==> src/rtl/ex_sequencer.sv <==
// EX-stage sequencer for RV32IM: decodes ALU/MU/DU controls, holds one instruction
// in flight, launches multi-cycle MUL/DIV with a done watchdog, and hands off to MEM.
module ex_sequencer #(
  parameter int unsigned ifuresctl_N = 3,
  parameter int unsigned WAIT_MAX    = 64
) (
  input  logic                           clk,
  input  logic                           rst,
  input  logic                           in_valid,
  output logic                           in_ready,
  input  logic [6:0]                     opcode,
  input  logic [2:0]                     func3,
  input  logic [1:0]                     func7b50,
  input  logic                           mul_done,
  input  logic                           div_done,
  output logic                           mul_start,
  output logic                           div_start,
  output logic [3:0]                     aluctl,
  output logic [1:0]                     mulctl,
  output logic [1:0]                     divctl,
  output logic [$clog2(ifuresctl_N)-1:0] ifuresctl,
  output logic                           out_valid,
  input  logic                           out_ready,
  output logic                           err
);

  localparam int unsigned RW     = $clog2(ifuresctl_N);
  localparam int unsigned CW     = $clog2(WAIT_MAX + 1);
  localparam bit          DIV_OK = (ifuresctl_N >= 3);

  localparam logic [6:0]    OP_R     = 7'b0110011;
  localparam logic [6:0]    OP_IMM   = 7'b0010011;
  localparam logic [RW-1:0] SEL_ALU  = '0;
  localparam logic [RW-1:0] SEL_MU   = RW'(1);
  localparam logic [RW-1:0] SEL_DU   = RW'(DIV_OK ? 2 : 0);
  localparam logic [CW-1:0] CNT_LAST = CW'(WAIT_MAX - 1);

  typedef enum logic [1:0] {
    S_EMPTY = 2'd0,
    S_WAIT  = 2'd1,
    S_VALID = 2'd2
  } state_e;

  state_e        state_q, state_d;
  logic [CW-1:0] cnt_q, cnt_d;
  logic [3:0]    aluctl_q, aluctl_d;
  logic [1:0]    mulctl_q, mulctl_d;
  logic [1:0]    divctl_q, divctl_d;
  logic [RW-1:0] sel_q, sel_d;
  logic          err_q, err_d;
  logic          wdiv_q, wdiv_d;
  logic          mul_start_q, mul_start_d;
  logic          div_start_q, div_start_d;

  logic          is_mext, dec_mul, dec_div, accept;
  logic [3:0]    dec_alu;

  // alt selects sub (func3=000) or sra (func3=101)
  function automatic logic [3:0] alu_map(input logic [2:0] f3, input logic alt);
    logic [3:0] r;
    case (f3)
      3'b000:  r = {3'b000, alt};
      3'b001:  r = 4'b0101;
      3'b010:  r = 4'b1000;
      3'b011:  r = 4'b1001;
      3'b100:  r = 4'b0010;
      3'b101:  r = {3'b011, alt};
      3'b110:  r = 4'b0011;
      default: r = 4'b0100;
    endcase
    return r;
  endfunction

  always_comb begin
    is_mext = (opcode == OP_R) && (func7b50 == 2'b01);
    dec_mul = is_mext && !func3[2];
    dec_div = is_mext && func3[2];
    dec_alu = 4'b0000;
    if (opcode == OP_R) begin
      dec_alu = alu_map(func3, func7b50[1]);
    end else if (opcode == OP_IMM) begin
      dec_alu = alu_map(func3, (func3 == 3'b101) && func7b50[1]);
    end
  end

  always_comb begin
    in_ready    = (state_q == S_EMPTY) || ((state_q == S_VALID) && out_ready);
    accept      = in_valid && in_ready;
    state_d     = state_q;
    cnt_d       = cnt_q;
    aluctl_d    = aluctl_q;
    mulctl_d    = mulctl_q;
    divctl_d    = divctl_q;
    sel_d       = sel_q;
    err_d       = err_q;
    wdiv_d      = wdiv_q;
    mul_start_d = 1'b0;
    div_start_d = 1'b0;

    case (state_q)
      S_WAIT: begin
        if (wdiv_q ? div_done : mul_done) begin
          state_d = S_VALID;
        end else if (cnt_q == CNT_LAST) begin
          state_d = S_VALID;
          err_d   = 1'b1;
        end else begin
          cnt_d = cnt_q + CW'(1);
        end
      end
      S_VALID: begin
        if (out_ready && !in_valid) state_d = S_EMPTY;
      end
      default: ;
    endcase

    // Accept is only possible from EMPTY/VALID, so it overrides the case above.
    if (accept) begin
      aluctl_d = dec_alu;
      mulctl_d = dec_mul ? func3[1:0] : 2'b00;
      divctl_d = dec_div ? func3[1:0] : 2'b00;
      err_d    = 1'b0;
      cnt_d    = '0;
      wdiv_d   = dec_div;
      sel_d    = SEL_ALU;
      state_d  = S_VALID;
      if (dec_mul) begin
        state_d     = S_WAIT;
        mul_start_d = 1'b1;
        sel_d       = SEL_MU;
      end else if (dec_div) begin
        if (DIV_OK) begin
          state_d     = S_WAIT;
          div_start_d = 1'b1;
          sel_d       = SEL_DU;
        end else begin
          err_d = 1'b1;
        end
      end
    end
  end

  always_ff @(posedge clk) begin
    if (rst) begin
      state_q     <= S_EMPTY;
      cnt_q       <= '0;
      aluctl_q    <= '0;
      mulctl_q    <= '0;
      divctl_q    <= '0;
      sel_q       <= '0;
      err_q       <= 1'b0;
      wdiv_q      <= 1'b0;
      mul_start_q <= 1'b0;
      div_start_q <= 1'b0;
    end else begin
      state_q     <= state_d;
      cnt_q       <= cnt_d;
      aluctl_q    <= aluctl_d;
      mulctl_q    <= mulctl_d;
      divctl_q    <= divctl_d;
      sel_q       <= sel_d;
      err_q       <= err_d;
      wdiv_q      <= wdiv_d;
      mul_start_q <= mul_start_d;
      div_start_q <= div_start_d;
    end
  end

  assign out_valid = (state_q == S_VALID);
  assign aluctl    = aluctl_q;
  assign mulctl    = mulctl_q;
  assign divctl    = divctl_q;
  assign ifuresctl = sel_q;
  assign err       = err_q;
  assign mul_start = mul_start_q;
  assign div_start = div_start_q;

endmodule

==> config.mk <==
export PLATFORM = sky130hd
export DESIGN_NAME = ex_sequencer
export DESIGN_NICKNAME = d
export VERILOG_FILES = /design/src/rtl/ex_sequencer.sv
export SDC_FILE = /design/constraint.sdc
export NUM_CORES = 1
export LEC_CHECK = 0
export ABC_AREA = 1
export ABC_CLOCK_PERIOD_IN_PS = 1550
export CORE_UTILIZATION = 40
export CTS_CLUSTER_DIAMETER = 50
export CTS_CLUSTER_SIZE = 12
export DETAILED_ROUTE_END_ITERATION = 10
export GPL_TIMING_DRIVEN = 1
export PLACE_DENSITY = 0.69
export SLEW_MARGIN = 15
export SYNTH_ARGS = -nofsm -noshare
export SYNTH_HDL_FRONTEND = slang
export SYNTH_SLANG_ARGS = --single-unit
==> constraint.sdc <==
create_clock -name clk -period 1.55 [get_ports clk]
set_input_delay 0.465 -clock clk [delete_from_list [all_inputs] [get_ports clk]]
set_output_delay 0.465 -clock clk [all_outputs]
set_load 0.005 [all_outputs]
==> impl_metrics.yaml <==
routing:
  drt_iter0_drc: 9
  antenna_left: 0
  num_vias: 1185
  wl_mm: 2.66
  first_pass_iters: 4
  wl_per_cell_um: 10.9
  drc: 0
  via_per_inst: 4.88
die:
  die_h_um: 55.1
  die_w_um: 55.1
  die-area_mm2: 0.00304
  fp-row-count: 18
  io_pins: 33
  core_area_mm2: 0.00257
  initial_utilization: 0.440
finish:
  final_common_cell: "nand2_1"
  fin_nets: 233
  regArea_um2: 457
  drive_gt1_frac: 0.207
  multi_input_area_um2: 572
  diodes: 0
  fillers: 257
  areaGrowthSynthToFinish_pct: 40.5
  final_cell_mix: "nand2_1, inv_1, nor2_1"
worst_setup_path:
  arrival_ns: 1.02
  max_stage_delay_ns: 0.25
  start_kind: "input pin"
  crit_path_end_kind: "output pin"
  worstPathRequired_ns: 1.08
  cp_max_fo: 2
  crit_type: "input pin to output pin"
  cpMaxStageDelayCell: "dlygate4sd2_1"
  path_buf_inv: 4
  path_cells: "dlygate4sd2_1, inv_1, nand2_2, nand2_2, inv_1, buf_2"
  crit_family: "buffers and inverters"
power:
  comb_power_share: 0.133
  switching_share: 0.226
  internal-power_uw: 910
  p_sw_uw: 266
  power_density_mw_per_mm2: 741
  power_leakage_nw: 0.820
  irDropWorstVdd_uv: 657
  clkPwrFrac: 0.382
  power_frac_seq: 0.486
timing:
  max_freq_ghz: 0.672
  layout_setup_ws_ns: 0.0625
  rsz0062_at_grt: "false"
  worst_pin_slew_ns: 0.277
  relSlewSlack: 0.814
  fin_crit_ns: 1.49
  hold_violations: 0
  fin_skew_ns: 0.00132
  finalCritPeriodShare: 0.960
  drv_slew: 0
  final-setup-viol-count: 0
  setup_tns_ns: 0
clock_tree:
  h-tree-depth: 1
  clock-sinks: 22
  cts_setup_buffers: 0
  cts_root_buf: "clkbuf_4"
  ctsLongestPathBuffers: 2
  hold_buffers: 0
  clock_latency_ns: 0.31
  cts_tree: "done"
  cts.repair.resized: 35
  path_clk_slew_ns: 0.13
  tritoncts.num_buffers: 3
run:
  drv_cap: 0
synthesis:
  synthesis.nets: 189
  syn_area_mm2: 0.00113
  synth-seq-cells: 22
  synth.distinct_cells: 27
  ys_seq_area_frac: 0.390
  synthCells: 170
  syn_area_per_cell_um2: 6.65
  yosysWarnings: 0
global_routing:
  overflow: 0
  grt_max_degree: 14
  grt_usage: 0.195
  grt_pass1_wl_mm: 4.16
  grt_pass1_vias: 1097
  antenna_found_initial: 0
run_status:
  outcome: "finished, final reports clean"
placement:
  port_buffers: 32
  globalplace.congestion: 0.730
  place_ws_ns: -0.577
  hpwl_mm: 2.12
hold_path:
  hp-class: "flip-flop to flip-flop"
[logic make-up after synthesis]
kind of cell,count (synthesis),share of synthesized area
compound gates,14,0.0720
xor+xnor,3,0.0233
fa+ha+maj,1,0.0111
buf+inv,30,0.111
flops,22,0.390
simple gates,100,0.393
[per-layer routing]
layer	wire length [µm]	vias up	track usage	share of wire
met4	26	0	0.0542	0.0098
met2	1410	24	0.392	0.53
met1	1110	541	0.188	0.42
met5	0	-	0	0
met3	112	4	0.0574	0.042
li1	-	616	-	-
[layout make-up]
class	count	share of cell area
clock buffer	3	0.0142
clock inverter	1	0.0189
tap	30	0.0236
multi-input combinational	118	0.360
timing repair buffer	42	0.232
inverter	27	0.0638
sequential	22	0.288
[flip-flops by register name, indices dropped and copies added, names as in the netlist]
signal,cells
mulctl,2
err,1
mul_start,1
state_q,2
divctl,2
aluctl,4
div_start,1
cnt_q,7
ifuresctl,2
[power by group through the flow]
stage | clock [mW] | sequential [mW] | combinational (mW)
after floorplan | 0 | 0.583 | 0.0687
after global placement | 0 | 0.583 | 0.153
after detailed placement | 0 | 0.583 | 0.159
after CTS | 0.460 | 0.571 | 0.157
after global routing | 0.482 | 0.572 | 0.171
final | 0.449 | 0.571 | 0.156
[per-stage QoR]
stage          std cells  hold slack [ns]  area (µm²)  utilization  power, mW
2_1_floorplan        170            0.431        1130            -      0.651
3_3_place_gp         239            0.441        1540        0.599      0.736
5_1_grt              243            0.476        1590        0.618       1.23
6_report             243            0.458        1590        0.618       1.18
4_1_cts              243            0.460        1590        0.619       1.19
3_5_place_dp         239            0.444        1540        0.599      0.742
[path summary, 6_finish.rpt]
check               end       from  depth (start not counted)  slack [ns]
max            in_ready  out_ready                          6        0.06
min           aluctl[0]  aluctl[0]                          2        0.46
max reg2reg  state_q[1]   cnt_q[0]                          8        0.22
min reg2reg   aluctl[0]  aluctl[0]                          2        0.46
[worst register-to-register path, delay by kind of cell, from the launching register on]
kind | cells | cell delay (ns)
buf+inv | 1 | 0.07
fa+ha+maj | 1 | 0.25
flops | 1 | 0.41
simple gates | 6 | 0.51
[synthesized netlist by cell type (all sizes together)]
| cell type | instances | area [µm²] |
|---|---|---|
| a21oi | 6 | 33.8 |
| nand4 | 6 | 37.5 |
| ha | 1 | 12.5 |
| buf | 3 | 23.8 |
| xor2 | 2 | 17.5 |
| xnor2 | 1 | 8.76 |
| nor3 | 2 | 10.0 |
| o31ai | 1 | 7.51 |
| nand2 | 57 | 229 |
| o21a | 1 | 7.51 |
| clkinv | 1 | 3.75 |
| nand3 | 13 | 75.1 |
| dfxtp | 22 | 440 |
| o21bai | 1 | 7.51 |
| o21ai | 5 | 25.0 |
| inv | 26 | 97.6 |
| nor2 | 22 | 92.6 |
No activity file was read; power rests on OpenSTA's default activity.
